[config.mk]
export PLATFORM = sky130hd
export DESIGN_NAME = p_register_simd_accumulator
export DESIGN_NICKNAME = d
export VERILOG_FILES = /design/src/rtl/pirdsp_alu_pkg.sv /design/src/rtl/pattern_detect_pipe.sv /design/src/rtl/p_register_simd_accumulator.sv
export SDC_FILE = /design/constraint.sdc
export NUM_CORES = 1
export LEC_CHECK = 0
export CAP_MARGIN = 20
export CORE_ASPECT_RATIO = 1.4
export CORE_MARGIN = 1
export CORE_UTILIZATION = 37
export CTS_CLUSTER_SIZE = 20
export DETAILED_ROUTE_END_ITERATION = 12
export PLACE_DENSITY = 0.79
export SLEW_MARGIN = 20
export SYNTH_ARGS = -nofsm -noshare
export SYNTH_HDL_FRONTEND = slang
export SYNTH_SLANG_ARGS = --single-unit
[constraint.sdc]
create_clock -name clk -period 2.35 [get_ports clk]
set_input_delay 0.3525 -clock clk [delete_from_list [all_inputs] [get_ports clk]]
set_output_delay 0.3525 -clock clk [all_outputs]
set_load 0.01 [all_outputs]
[src/rtl/pirdsp_alu_pkg.sv]
// rtl/pirdsp_alu_pkg.sv - shared SIMD ALU lane definitions and segment maps
package pirdsp_alu_pkg;

  localparam int P_W   = 45;
  localparam int SEG_N = 4;

  // Segment widths and LSB offsets of the four carry segments
  localparam int SEG0_W   = 17;
  localparam int SEG1_W   = 10;
  localparam int SEG2_W   = 8;
  localparam int SEG3_W   = 10;
  localparam int SEG0_LSB = 0;
  localparam int SEG1_LSB = 17;
  localparam int SEG2_LSB = 27;
  localparam int SEG3_LSB = 35;

  typedef enum logic [1:0] {
    mode_27x18   = 2'b00,
    mode_sum_9x9 = 2'b01,
    mode_sum_4x4 = 2'b10,
    mode_rsvd    = 2'b11
  } simd_mode_e;

  // Segments that terminate a lane in each mode; only those forward a carry
  localparam logic [SEG_N-1:0] TOP_MASK_27X18   = 4'b1000;
  localparam logic [SEG_N-1:0] TOP_MASK_SUM_9X9 = 4'b1010;
  localparam logic [SEG_N-1:0] TOP_MASK_SUM_4X4 = 4'b1111;

  function automatic logic [SEG_N-1:0] top_seg_mask(input simd_mode_e mode);
    logic [SEG_N-1:0] m;
    case (mode)
      mode_sum_9x9: m = TOP_MASK_SUM_9X9;
      mode_sum_4x4: m = TOP_MASK_SUM_4X4;
      default:      m = TOP_MASK_27X18;
    endcase
    return m;
  endfunction

endpackage

[src/rtl/pattern_detect_pipe.sv]
// rtl/pattern_detect_pipe.sv - pattern compare, one-cycle flag delay, overflow/underflow
module pattern_detect_pipe
  import pirdsp_alu_pkg::*;
#(
  parameter logic [P_W-1:0] PATTERN = '0,
  parameter logic [P_W-1:0] MASK    = {P_W{1'b1}}
) (
  input  logic           clk,
  input  logic           reset,
  input  logic           ce,
  input  logic           clr,
  input  logic [P_W-1:0] p,
  output logic           pattern_detect,
  output logic           pattern_b_detect,
  output logic           overflow,
  output logic           underflow
);

  logic pd_q, pd_d;
  logic pbd_q, pbd_d;
  logic pd_dly_q, pd_dly_d;
  logic pbd_dly_q, pbd_dly_d;
  logic ovf_q, ovf_d;
  logic unf_q, unf_d;

  logic match, match_b;
  assign match   = ((p ^ PATTERN)  & ~MASK) == '0;
  assign match_b = ((p ^ ~PATTERN) & ~MASK) == '0;

  // Flag pipeline: compare P, then judge over/underflow against the previous flags
  always_comb begin
    pd_d      = pd_q;
    pbd_d     = pbd_q;
    pd_dly_d  = pd_dly_q;
    pbd_dly_d = pbd_dly_q;
    ovf_d     = ovf_q;
    unf_d     = unf_q;
    if (clr) begin
      pd_d      = 1'b0;
      pbd_d     = 1'b0;
      pd_dly_d  = 1'b0;
      pbd_dly_d = 1'b0;
      ovf_d     = 1'b0;
      unf_d     = 1'b0;
    end else if (ce) begin
      pd_d      = match;
      pbd_d     = match_b;
      pd_dly_d  = pd_q;
      pbd_dly_d = pbd_q;
      ovf_d     = pd_dly_q  & ~pd_q & ~pbd_q;
      unf_d     = pbd_dly_q & ~pd_q & ~pbd_q;
    end
  end

  // Flag registers
  always_ff @(posedge clk or posedge reset) begin
    if (reset) begin
      pd_q      <= 1'b0;
      pbd_q     <= 1'b0;
      pd_dly_q  <= 1'b0;
      pbd_dly_q <= 1'b0;
      ovf_q     <= 1'b0;
      unf_q     <= 1'b0;
    end else begin
      pd_q      <= pd_d;
      pbd_q     <= pbd_d;
      pd_dly_q  <= pd_dly_d;
      pbd_dly_q <= pbd_dly_d;
      ovf_q     <= ovf_d;
      unf_q     <= unf_d;
    end
  end

  assign pattern_detect   = pd_q;
  assign pattern_b_detect = pbd_q;
  assign overflow         = ovf_q;
  assign underflow        = unf_q;

endmodule

[src/rtl/p_register_simd_accumulator.sv]
// rtl/p_register_simd_accumulator.sv - P register, lane carries, feedback and frame counter
module p_register_simd_accumulator
  import pirdsp_alu_pkg::*;
#(
  parameter int              ACC_LEN = 16,
  parameter logic [P_W-1:0]  PATTERN = 45'h0,
  parameter logic [P_W-1:0]  MASK    = 45'h1FFF_FFFF_FFFF
) (
  input  logic             clk,
  input  logic             reset,
  input  logic             CE,
  input  logic             CLR,
  input  logic [1:0]       USE_SIMD,
  input  logic             ZSEL,
  input  logic             in_valid,
  input  logic [P_W-1:0]   S,
  input  logic [7:0]       result_SIDM_carry_in,
  output logic [P_W-1:0]   P,
  output logic             P_valid,
  output logic [SEG_N-1:0] CARRYOUT,
  output logic [P_W-1:0]   W_fb,
  output logic [P_W-1:0]   Z_fb,
  output logic             PATTERNDETECT,
  output logic             PATTERNBDETECT,
  output logic             OVERFLOW,
  output logic             UNDERFLOW,
  output logic [9:0]       acc_count,
  output logic             acc_done
);

  localparam logic [9:0] ACC_LAST = 10'(ACC_LEN - 1);

  logic [P_W-1:0]   p_q, p_d;
  logic [SEG_N-1:0] carry_q, carry_d;
  logic             p_valid_q, p_valid_d;
  logic [9:0]       acc_count_q, acc_count_d;
  logic             acc_done_q, acc_done_d;

  logic             capture;
  logic [SEG_N-1:0] zwxy_carry;
  logic             unused_wxy_carry;

  assign capture = CE & in_valid & ~CLR;

  // Only the Z+W+X+Y chain carry leaves the stage; the W+X+Y chain is not forwarded
  assign zwxy_carry = {result_SIDM_carry_in[7], result_SIDM_carry_in[5],
                       result_SIDM_carry_in[3], result_SIDM_carry_in[1]};
  assign unused_wxy_carry = ^{result_SIDM_carry_in[6], result_SIDM_carry_in[4],
                              result_SIDM_carry_in[2], result_SIDM_carry_in[0]};

  // Capture S, mask carries by lane layout, advance the frame counter
  always_comb begin
    p_d         = p_q;
    carry_d     = carry_q;
    p_valid_d   = 1'b0;
    acc_count_d = acc_count_q;
    acc_done_d  = 1'b0;
    if (CLR) begin
      p_d         = '0;
      carry_d     = '0;
      acc_count_d = '0;
    end else if (capture) begin
      p_d       = S;
      carry_d   = zwxy_carry & top_seg_mask(simd_mode_e'(USE_SIMD));
      p_valid_d = 1'b1;
      if (acc_count_q == ACC_LAST) begin
        acc_count_d = '0;
        acc_done_d  = 1'b1;
      end else begin
        acc_count_d = acc_count_q + 10'd1;
      end
    end
  end

  // P register and frame state
  always_ff @(posedge clk or posedge reset) begin
    if (reset) begin
      p_q         <= '0;
      carry_q     <= '0;
      p_valid_q   <= 1'b0;
      acc_count_q <= '0;
      acc_done_q  <= 1'b0;
    end else begin
      p_q         <= p_d;
      carry_q     <= carry_d;
      p_valid_q   <= p_valid_d;
      acc_count_q <= acc_count_d;
      acc_done_q  <= acc_done_d;
    end
  end

  pattern_detect_pipe #(
    .PATTERN (PATTERN),
    .MASK    (MASK)
  ) u_pattern_detect_pipe (
    .clk              (clk),
    .reset            (reset),
    .ce               (CE),
    .clr              (CLR),
    .p                (p_q),
    .pattern_detect   (PATTERNDETECT),
    .pattern_b_detect (PATTERNBDETECT),
    .overflow         (OVERFLOW),
    .underflow        (UNDERFLOW)
  );

  assign P         = p_q;
  assign P_valid   = p_valid_q;
  assign CARRYOUT  = carry_q;
  assign acc_count = acc_count_q;
  assign acc_done  = acc_done_q;
  assign W_fb      = p_q;
  // Z shift aligns the upper lane down by the first segment width
  assign Z_fb      = ZSEL ? {{SEG1_LSB{p_q[P_W-1]}}, p_q[P_W-1:SEG1_LSB]} : p_q;

endmodule

==> results of run 1 <==
-- kinds of logic after synthesis --
group	synth area share
buffers and inverters	0.167
AO/OA/AOI/OAI	0.176
XOR/XNOR	0.0105
adder cells (fa/ha/maj)	0.00751
AND/OR/NAND/NOR	0.0649
multiplexers	0.0942
flip-flops	0.480
-- through the flow --
step	power, W	hold WS (ps)	instance area, sq um	utilization
after global placement	0.00180	475	5240	0.605
after floorplan	0.00147	416	3330	-
after detailed placement	0.00182	485	5240	0.605
final	0.00293	426	5490	0.634
after CTS	0.00297	441	5490	0.634
after global routing	0.00306	475	5490	0.634
-- power groups by stage --
stage,registers (W),logic (W),clock network (W)
after CTS,0.00120,0.000600,0.00116
after global placement,0.00122,0.000586,0
final,0.00120,0.000592,0.00113
after detailed placement,0.00122,0.000598,0
after floorplan,0.00122,0.000247,0
after global routing,0.00121,0.000636,0.00121
-- worst max-delay path, stage by stage, from the launching register on --
cell and delay [ps]:
dfrtp_1 440, nand2_2 240, o21ai_0 190, clkdlybuf4s50_1 590
-- flip-flops by register name, summed over array words and instances (netlist names) --
signal	cells
u_pattern_detect_pipe.pd_dly_q	1
u_pattern_detect_pipe.pattern_detect	1
acc_count	10
P_valid	1
acc_done	1
CARRYOUT	4
P	45
u_pattern_detect_pipe.overflow	1
-- final timing paths --
check | startpoint | endpoint | slack (ps) | cells after the start
worst max-delay path | P[44]$_DFFE_PP0P_ | Z_fb[40] | 220 | 3
max in group asynchronous | reset | P[27]$_DFFE_PP0P_ | 1640 | 3
min in group clk | CARRYOUT[0]$_DFFE_PP0P_ | CARRYOUT[0]$_DFFE_PP0P_ | 490 | 1
worst min register to register | CARRYOUT[0]$_DFFE_PP0P_ | CARRYOUT[0]$_DFFE_PP0P_ | 490 | 1
worst max register to register | acc_count[0]$_DFFE_PP0P_ | acc_count[8]$_DFFE_PP0P_ | 630 | 5
worst min-delay path | reset | acc_count[7]$_DFFE_PP0P_ | 430 | 3
-- cell type report --
| type | instances | area [sq um] | area share |
|---|---|---|---|
| sequential | 64 | 1600 | 0.292 |
| tap | 105 | 131 | 0.0239 |
| clock buffer | 14 | 244 | 0.0445 |
| inverter | 24 | 90.1 | 0.0164 |
| multi-input combinational | 148 | 1190 | 0.217 |
| timing repair buffer | 220 | 2220 | 0.405 |
| clock inverter | 1 | 5.00 | 0.000912 |
-- routing by layer --
layer / up-vias / GRT usage / part of all wire
li1: 1351 / - / -
met1: 1419 / 0.265 / 0.39
met2: 115 / 0.374 / 0.53
met3: 18 / 0.0462 / 0.062
met4: 0 / 0.109 / 0.024
met5: - / 0 / 0
-- synth_stat cells, drive strengths merged --
library cell	instances	area share
dfrtp	64	0.48
buf	57	0.12
a22o	46	0.12
mux2	27	0.091
inv	24	0.027
o21ai	22	0.033
nand2	10	0.011
clkbuf	9	0.016
nand3	8	0.012
nor2	4	0.0045
a21oi	3	0.0045
a32o	3	0.0090
or3	3	0.0056
xor2	3	0.0079
and3	2	0.0056
and4	2	0.0060
ha	2	0.0075
nand3b	2	0.0083
nand4	2	0.0038
a21o	1	0.0026
a41o	1	0.0034
and2	1	0.0019
mux2i	1	0.0030
nand2b	1	0.0019
nor3b	1	0.0023
nor4	1	0.0019
o21bai	1	0.0023
xnor2	1	0.0026
-- timing repair --
action,4_1_cts,5_1_grt
hold buffers,0,0
setup endpoints to repair,1,0
gates resized for setup,1,0
endpoints found under the hold margin,0,0
buffers inserted,0,0
==> results.cfg, run 1 <==
[timing]
finClkSkew_ps = 1.89
min_period_over_period = 0.905
rsz0062_at_grt = no
fin_crit_ps = 2130
hold_viol_final = 0
maxSlewViolCount = 0
setup-violations-final = 0
setup-tns-final_ps = 0
tightest_slew_ps = 427
worst_slack_ps = 223
max_freq_ghz = 0.470
relSlewSlack = 0.715

[placed_design]
dp_hpwl_microns = 7540
gp_congestion = 0.816
dp.cells = 561
portBuffers = 211
post-place-ws_ps = 145

[floorplan]
rows = 40
dieArea_sq_mm = 0.00940
die_width_microns = 82.2
start_util = 0.385
ios = 216
core_area_sq_mm = 0.00866
die_h_microns = 114

[cells_and_area]
most-common-layout-cells = clkdlybuf4s50_1, dfrtp_1, a22o_1
drive_gt1_frac = 0.123
layout.nets = 530
final_common_cell = clkdlybuf4s50_1
nFillCells = 691
syn_to_final_growth_pct = 64.6
finalNonFillerCells = 576
antenna_cells = 0

[route]
ant_nets = 0
drt_first_pass_iters = 4
drt-vias-per-instance = 5.04
drcViolationCount = 0
route.vias.total = 2903
drt-initial-drc-count = 83
wl_per_cell_microns = 17.5
drt-total-wl_microns = 10100

[power_and_ir_drop]
peakVddDrop_v = 0.000429
p_sw_frac = 0.243
p_leak_nw = 2.33
cellPowerDensity_mw_per_mm2 = 534
power_switching_w = 0.000712
p_int_w = 0.00222
pwr-share-comb = 0.202
seqPwrFrac = 0.411
clkPwrFrac = 0.387

[hold_path]
min-delay-path-class = in -> async

[critical_path]
required_ps = 2000
crit_path_end_kind = output port
crit_arrival_ps = 1770
worst_setup_path_start_kind = flop
critical_path_peak_fanout = 17
critPathKind = reg -> out

[yosys]
synth.yosys.seq_area_share = 0.480
ys_seq_elements = 64
synthDistinctLibCells = 34
synthesis.nets = 365
yosys_warnings = 0
post_synth.cell_area_avg_sq_um = 11.0
netlist_area_sq_mm = 0.00333
netlist_instances = 302

[clocking]
clock_latency_ps = 320
htreeDepth = 3
tritoncts = done
cts_made_buffers = 9
clk_pin_slew_ps = 50
clock_path_buffers = 2
root_buffer = clkbuf_16
numClockSinks = 64

[global_route]
grt_pass1_vias = 2847
grt_overflow_total = 0
antenna_found_initial = 0
grt_max_degree = 65
grt_pass1_wl_microns = 15500
grt_usage = 0.223

[status]
outcome = finished clean

[job]
cap_violations = 0
Note: power is estimated with default switching activity, not from simulation.
==> run 2: changes to the inputs <==
--- a/config.mk
+++ b/config.mk
@@ -11,6 +11,7 @@
 export CORE_UTILIZATION = 37
 export CTS_CLUSTER_SIZE = 20
 export DETAILED_ROUTE_END_ITERATION = 12
+export MAX_ROUTING_LAYER = met4
 export PLACE_DENSITY = 0.79
 export SLEW_MARGIN = 20
 export SYNTH_ARGS = -nofsm -noshare
==> results.cfg, run 2 (same netlist as run 1, synthesis figures left out) <==
[cells_and_area]
finalNonFillerCells = 576
largest_reg_flops = 45
design_area_sq_mm = 0.00549
most-common-layout-cells = clkdlybuf4s50_1, dfrtp_1, a22o_1
fin_util = 0.634
layout.nets = 530
syn_to_final_growth_pct = 64.6
final_common_cell = clkdlybuf4s50_1
drive_gt1_frac = 0.123
antenna_cells = 0

[clocking]
numClockSinks = 64
tritoncts = done
hold_buffers = 0
htreeDepth = 3
clk_pin_slew_ps = 50
cts_made_buffers = 9
clock_latency_ps = 330
root_buffer = clkbuf_16
clock_path_buffers = 2

[job]
cap_violations = 0

[global_route]
busiest_layer = met2
grt_max_degree = 65
grt_pass1_vias = 2851
grt_pass1_wl_microns = 15500
use_met3 = 0.0438
use_met1 = 0.267
grt_overflow_total = 0
antenna_found_initial = 0
grt_usage = 0.229
grt_use_met2 = 0.374

[critical_path]
required_ps = 2000
worst_setup_path_start_kind = flop
r2r_cells = 5
crit_arrival_ps = 1780
critical_path_peak_fanout = 17
critPathKind = reg -> out
crit_path_end_kind = output port

[power_and_ir_drop]
clkPwrFrac = 0.387
p_leak_nw = 2.33
cellPowerDensity_mw_per_mm2 = 534
power_switching_w = 0.000716
p_sw_frac = 0.244
pwr-share-comb = 0.202
p_int_w = 0.00222
seqPwrFrac = 0.410
peakVddDrop_v = 0.000428
total_power_w = 0.00293

[floorplan]
die_width_microns = 82.2
die_h_microns = 114
start_util = 0.385
rows = 40
ios = 216
core_area_sq_mm = 0.00866
dieArea_sq_mm = 0.00940

[hold_path]
min-delay-path-class = in -> async

[placed_design]
dp.cells = 561
gp_congestion = 0.828
dp_hpwl_microns = 7540
portBuffers = 211
placed_area_sq_mm = 0.00524

[timing]
setup-violations-final = 0
tightest_slew_ps = 420
setup-tns-final_ps = 0
maxSlewViolCount = 0
fin_crit_ps = 2140
hold_viol_final = 0
max_freq_ghz = 0.468
relSlewSlack = 0.719
rsz0062_at_grt = no
finClkSkew_ps = 1.50
min_period_over_period = 0.909

[route]
drt-initial-drc-count = 80
drt_first_pass_iters = 4
drt-total-wl_microns = 10100
route.vias.total = 2916
ant_nets = 0
wl_per_cell_microns = 17.6
drcViolationCount = 0
drt-vias-per-instance = 5.06

[status]
outcome = finished clean
[run 2: cell counts in the layout (fill, tap and decap cells not counted)]
Identical to the previous run, type by type.
[run 2: per-layer routing]
layer | part of all wire | wire (microns)
met4 | 0.025 | 250
met3 | 0.064 | 644
met5 | 0 | 0
met1 | 0.39 | 3940
met2 | 0.52 | 5280
[run 2: critical path, cell delays in order (launching register included)]
cell,delay (ps)
dfrtp_1,440
nand2_2,240
o21ai_0,190
clkdlybuf4s50_1,590
[run 2: cell type report]
| cell class | count | area [sq um] |
|---|---|---|
| multi-input cells | 148 | 1190 |
| clock inverters | 1 | 5.00 |
| well taps | 105 | 131 |
| inverters | 24 | 90.1 |
| clock buffers | 14 | 244 |
| fillers | 691 | 3170 |
| flip-flops and latches | 64 | 1600 |
| repair buffers | 220 | 2220 |
[run 2: final timing paths]
check / from / endpoint / slack (ps)
min in group clk: CARRYOUT[0]$_DFFE_PP0P_ / CARRYOUT[0]$_DFFE_PP0P_ / 490
max in group asynchronous: reset / P[27]$_DFFE_PP0P_ / 1640
worst max-delay path: P[44]$_DFFE_PP0P_ / Z_fb[40] / 210
worst min register to register: CARRYOUT[0]$_DFFE_PP0P_ / CARRYOUT[0]$_DFFE_PP0P_ / 490
worst max register to register: acc_count[0]$_DFFE_PP0P_ / acc_count[8]$_DFFE_PP0P_ / 620
worst min-delay path: reset / acc_count[7]$_DFFE_PP0P_ / 430
[run 2: what timing repair did]
item	CTS	global route
resized for setup	1	0
setup buffers	0	0
endpoints found under the setup margin	1	0
[run 2: power by group through the flow]
stage	Clock, W	Combinational, W	Sequential (W)
finish	0.00114	0.000593	0.00120
global route	0.00122	0.000636	0.00121
floorplan	0	0.000247	0.00122
CTS	0.00116	0.000600	0.00120
global placement	0	0.000586	0.00122
detailed placement	0	0.000598	0.00122
[run 2: metrics by stage]
step                      hold WS (ps)  setup WS (ps)
after CTS                          441            173
after global placement             475            177
after floorplan                    416            399
after detailed placement           485            145
final                              429            215
after global routing               475            106
